--- src/rtl/shift_piso_tx_if.sv ---
// Load handshake and serial output bundle for the PISO transmitter.
interface shift_piso_tx_if #(
  parameter int WIDTH = 8
);
  logic             load;
  logic [WIDTH-1:0] d_in;
  logic             ready;
  logic             s_out;
  logic             s_valid;
  logic             done;

  // Producer side: issues loads, watches the serial stream.
  modport master (
    output load, d_in,
    input  ready, s_out, s_valid, done
  );

  // Transmitter side.
  modport slave (
    input  load, d_in,
    output ready, s_out, s_valid, done
  );
endinterface

--- src/rtl/shift_piso_tx.sv ---
// Parallel-in serial-out transmitter: accepts a byte on load/ready and
// shifts it out LSB-first, holding each bit for DIV clk cycles.
module shift_piso_tx #(
  parameter int WIDTH = 8,
  parameter int DIV   = 1,
  parameter int CW    = 16
) (
  input  logic            clk,
  input  logic            reset,
  shift_piso_tx_if.slave  bus
);
  localparam int BW = (WIDTH > 2) ? $clog2(WIDTH) : 1;
  localparam logic [BW-1:0] LAST_BIT = BW'(WIDTH - 1);
  localparam logic [CW-1:0] LAST_DIV = CW'(DIV - 1);

  typedef enum logic {IDLE, SHIFT} state_t;

  state_t           state_q, state_d;
  logic [WIDTH-1:0] sh_q, sh_d;
  logic [BW-1:0]    bit_cnt_q, bit_cnt_d;
  logic [CW-1:0]    div_cnt_q, div_cnt_d;
  logic             done_q, done_d;

  // State register; reset aborts any frame without a done pulse.
  always_ff @(posedge clk) begin
    if (reset) begin
      state_q   <= IDLE;
      sh_q      <= '0;
      bit_cnt_q <= '0;
      div_cnt_q <= '0;
      done_q    <= 1'b0;
    end else begin
      state_q   <= state_d;
      sh_q      <= sh_d;
      bit_cnt_q <= bit_cnt_d;
      div_cnt_q <= div_cnt_d;
      done_q    <= done_d;
    end
  end

  // Next-state: load in IDLE, hold/shift pacing in SHIFT; done self-clears.
  always_comb begin
    state_d   = state_q;
    sh_d      = sh_q;
    bit_cnt_d = bit_cnt_q;
    div_cnt_d = div_cnt_q;
    done_d    = 1'b0;
    case (state_q)
      IDLE: begin
        if (bus.load) begin
          sh_d      = bus.d_in;
          bit_cnt_d = '0;
          div_cnt_d = '0;
          state_d   = SHIFT;
        end
      end
      SHIFT: begin
        if (div_cnt_q != LAST_DIV) begin
          div_cnt_d = div_cnt_q + 1'b1;
        end else begin
          div_cnt_d = '0;
          if (bit_cnt_q != LAST_BIT) begin
            sh_d      = {1'b0, sh_q[WIDTH-1:1]};
            bit_cnt_d = bit_cnt_q + 1'b1;
          end else begin
            state_d = IDLE;
            done_d  = 1'b1;
            sh_d    = '0;
          end
        end
      end
      default: state_d = IDLE;
    endcase
  end

  // Outputs decode from registers only; nothing combinational from load/d_in.
  assign bus.ready   = (state_q == IDLE);
  assign bus.s_valid = (state_q == SHIFT);
  assign bus.s_out   = (state_q == SHIFT) & sh_q[0];
  assign bus.done    = done_q;
endmodule

--- src/flat_wrapper.sv ---
// flat-port wrapper written by rule: the top's interface ports become plain ports
module shift_piso_tx_flat 
#(
  parameter int WIDTH = 8,
  parameter int DIV   = 1,
  parameter int CW    = 16
)
  (clk, reset, bus_load, bus_d_in, bus_ready, bus_s_out, bus_s_valid, bus_done);
  shift_piso_tx_if #(.WIDTH(WIDTH)) bus_i ();
  input  logic clk;
  input  logic reset;
  input wire logic [$bits(bus_i.load)-1:0] bus_load;
  input wire logic [$bits(bus_i.d_in)-1:0] bus_d_in;
  output wire logic [$bits(bus_i.ready)-1:0] bus_ready;
  output wire logic [$bits(bus_i.s_out)-1:0] bus_s_out;
  output wire logic [$bits(bus_i.s_valid)-1:0] bus_s_valid;
  output wire logic [$bits(bus_i.done)-1:0] bus_done;
  assign bus_i.load = bus_load;
  assign bus_i.d_in = bus_d_in;
  assign bus_ready = bus_i.ready;
  assign bus_s_out = bus_i.s_out;
  assign bus_s_valid = bus_i.s_valid;
  assign bus_done = bus_i.done;
  shift_piso_tx #(.WIDTH(WIDTH), .DIV(DIV), .CW(CW)) u_core (.clk(clk), .reset(reset), .bus(bus_i));
endmodule
--- config.mk ---
export PLATFORM = sky130hd
export DESIGN_NAME = shift_piso_tx_flat
export DESIGN_NICKNAME = d
export VERILOG_FILES = /design/src/rtl/shift_piso_tx_if.sv /design/src/rtl/shift_piso_tx.sv /design/src/flat_wrapper.sv
export SDC_FILE = /design/constraint.sdc
export NUM_CORES = 1
export LEC_CHECK = 0
export ABC_AREA = 1
export CORE_MARGIN = 3
export CORE_UTILIZATION = 61
export DETAILED_ROUTE_END_ITERATION = 12
export PLACE_DENSITY = 0.84
export SYNTH_ARGS = -nofsm -noshare
export SYNTH_HDL_FRONTEND = slang
export SYNTH_SLANG_ARGS = --single-unit
--- constraint.sdc ---
create_clock -name clk -period 2.75 [get_ports clk]
set_input_delay 0.275 -clock clk [delete_from_list [all_inputs] [get_ports clk]]
set_output_delay 0.275 -clock clk [all_outputs]
set_load 0.01 [all_outputs]
==> out/results.txt <==
status: finished, final reports clean
LEAKAGE: 0.000796 uW
routed vias/inst: 5.40
fin crit period: 2.05 ns
most common cell in the netlist: nand2_1
final-layout fill cell count: 218
unrepaired setup endpoints after global routing: false
Root Buffer: clkbuf_4
CTS clk-pin slew, worst paths: 0.11 ns
register area share after synthesis: 34.9%
Peak VDD IR: 0.459 mV
sequential cell area: 581 um^2
total track usage: 24.8%
P&R area growth vs syn: 14.7%
Die W: 58.2 um
site row count: 18
first-pass GRT wire length: 6.55 mm
pwr dens: 515 nW/um^2
Top FF cell, synth: dfxtp_1
Avg Inst Size Synth: 6.28 um^2
CP Data Arrival Time: 1.77 ns
Setup crit end kind: output port
CTS buffer count: 5
Crit path max-delay family: buffers and inverters
layout cell share with drive strength beyond 1: 8.21%
WP buf/inv: 3
CTS Hold Buffers Added: 0
flop2flop setup slack: 1.21 ns
Post-CTS Repair Setup Buffers: 0
EDFF count, synth: 0
Tcrit/Tclk final: 74.5%
Final Cell Area: 1910 um^2
Starting DRT DRC Count: 119
#FFs+latches synth: 29
# DRC: 0
worst skew pair latency: 0.35 ns
CP max stage cell: clkdlybuf4s50_1
Yosys cell types: 23
Async SR Flop Fraction: 0%
n_diodes: 0
Die ar.: 3390 um^2
fin cells: 310
vias in the first global route: 1503
Nets: 294
MaxCap Viol Count: 0
H-Tree Level Count: 2
fmax: 488 MHz
I/O pin cnt: 15
starting density of the core: 65.4%
HPWL Detailed: 2.61 mm
critical path's largest stage delay: 0.52 ns
synth cell count leaders: nand2_1 (75), nor2_1 (41), dfxtp_1 (29)
cts repair resizes: 0
post-synthesis instance total: 265
Setup CP Type: flop to output port
Synth area leaders: dfxtp_1 (35%), nand2_1 (17%), nor2_1 (9.2%), nand3_1 (6.6%), a21oi_1 (5.4%)
DP Area: 1810 um^2
Critical Path Fanout Max: 19
Least-Margin Pin Slew: 0.374 ns
Die Y: 58.2 um
Ys Warns: 0
Antenna Nets Post-Route: 0
Fin Clk Skew: 0.0158 ns
Slew headroom: 75.0%
GPL Wtd Cong: 0.929
post-synth top area share: 34.9%
synthesized area: 1660 um^2
crit-path cells: buf_4 -> nand2_1 -> inv_1 -> clkdlybuf4s50_1
placed cells: 302
CTS tree: built
final setup TNS: 0 ns
crit path launch type: flop
Initial DRT Pass Iterations: 5
fin. max-slew vios: 0
Port Buffer Count: 14
Worst Path Required: 2.48 ns
grt total ovfl: 0
clock buffer depth: 2
final setup fails: 0
Multi-input gate area: 935 um^2
WL final: 3.70 mm
largest net degree at the start of global routing: 20
Yosys top cell by area: dfxtp_1
Tot Pwr: 982 uW
initial antenna violation count: 0
routed via count: 1673
Fin Hold WS: 0.471 ns
CTS Sinks: 29
Post-Syn Nets: 280
HP Class: flop to flop
total core area: 2540 um^2
post-detailed-route wirelength per cell: 11.9 um
endpoints failing hold: 0
[sequential cells by signal (all words and copies together), names as in the netlist]
| name | flops |
|---|---|
| u_core.sh_q | 8 |
| u_core.bit_cnt_q | 3 |
| u_core.bus.done | 1 |
| u_core.bus.s_valid | 1 |
| u_core.div_cnt_q | 16 |
[cell usage in the layout (no fill, tap or decap), types with 3 or more instances in the layout]
cell type         n
nand3_1          22
clkbuf_4          5
o21ai_0          18
nor2_1           41
clkdlybuf4s50_1  14
dfxtp_1          29
ha_1              4
nand2_2           3
inv_1            23
a21oi_1          18
nand4_1           6
nand2_1          75
inv_2             3
nor2_4            3
[layout make-up]
cell class	instances	area share, %
well taps	30	1.97
inverters	26	5.11
repair buffers	16	8.13
clock inverters	3	3.41
flip-flops and latches	29	30.4
clock buffers	5	1.97
multi-input cells	201	49.0
[metrics by stage]
| step | setup slack [ns] | util (%) |
|---|---|---|
| 2_1_floorplan | 1.47 | - |
| 3_3_place_gp | 1.10 | 70.9 |
| 6_report | 0.700 | 75.0 |
| 4_1_cts | 0.679 | 75.0 |
| 5_1_grt | 0.616 | 75.0 |
| 3_5_place_dp | 1.07 | 70.9 |
[cells by family (layout without fill, tap and decap cells)]
kind of cell | Yosys count | after routing | share of synthesized area (%)
adders and majority gates | 4 | 4 | 3.01
and+or+nand+nor | 157 | 157 | 40.7
buffers and inverters | 35 | 50 | 8.95
xor gates and xnor gates | 1 | 1 | 0.526
DFF | 29 | 29 | 34.9
AOI/OAI and AO/OA | 39 | 39 | 12.0
[report_power, final]
group          internal (uW)  switching, uW
registers                436           9.70
logic                   40.0           54.3
clock network            281            161
total                    757            224
[worst min-delay path, stage by stage (launching register included)]
cell,delay [ns]
dfxtp_1,0.32
nand2_1,0.06
a21oi_1,0.05
[layer usage]
metal	wire length (um)	up-vias	GRT usage, %
met5	0	-	0
met4	78	0	10.3
met3	242	10	5.35
met1	1790	733	34.4
li1	-	878	-
met2	1580	52	37.1
[path summary, 6_finish.rpt]
| path | start | end | cells past startpoint |
|---|---|---|---|
| setup / recovery | u_core.bus.s_valid | bus_s_out | 4 |
| hold / removal | u_core.sh_q[7] | u_core.sh_q[7] | 2 |
| setup reg to reg | u_core.div_cnt_q[0] | u_core.sh_q[0] | 9 |
| hold reg to reg | u_core.sh_q[7] | u_core.sh_q[7] | 2 |
Note: power is estimated with default switching activity, not from simulation.
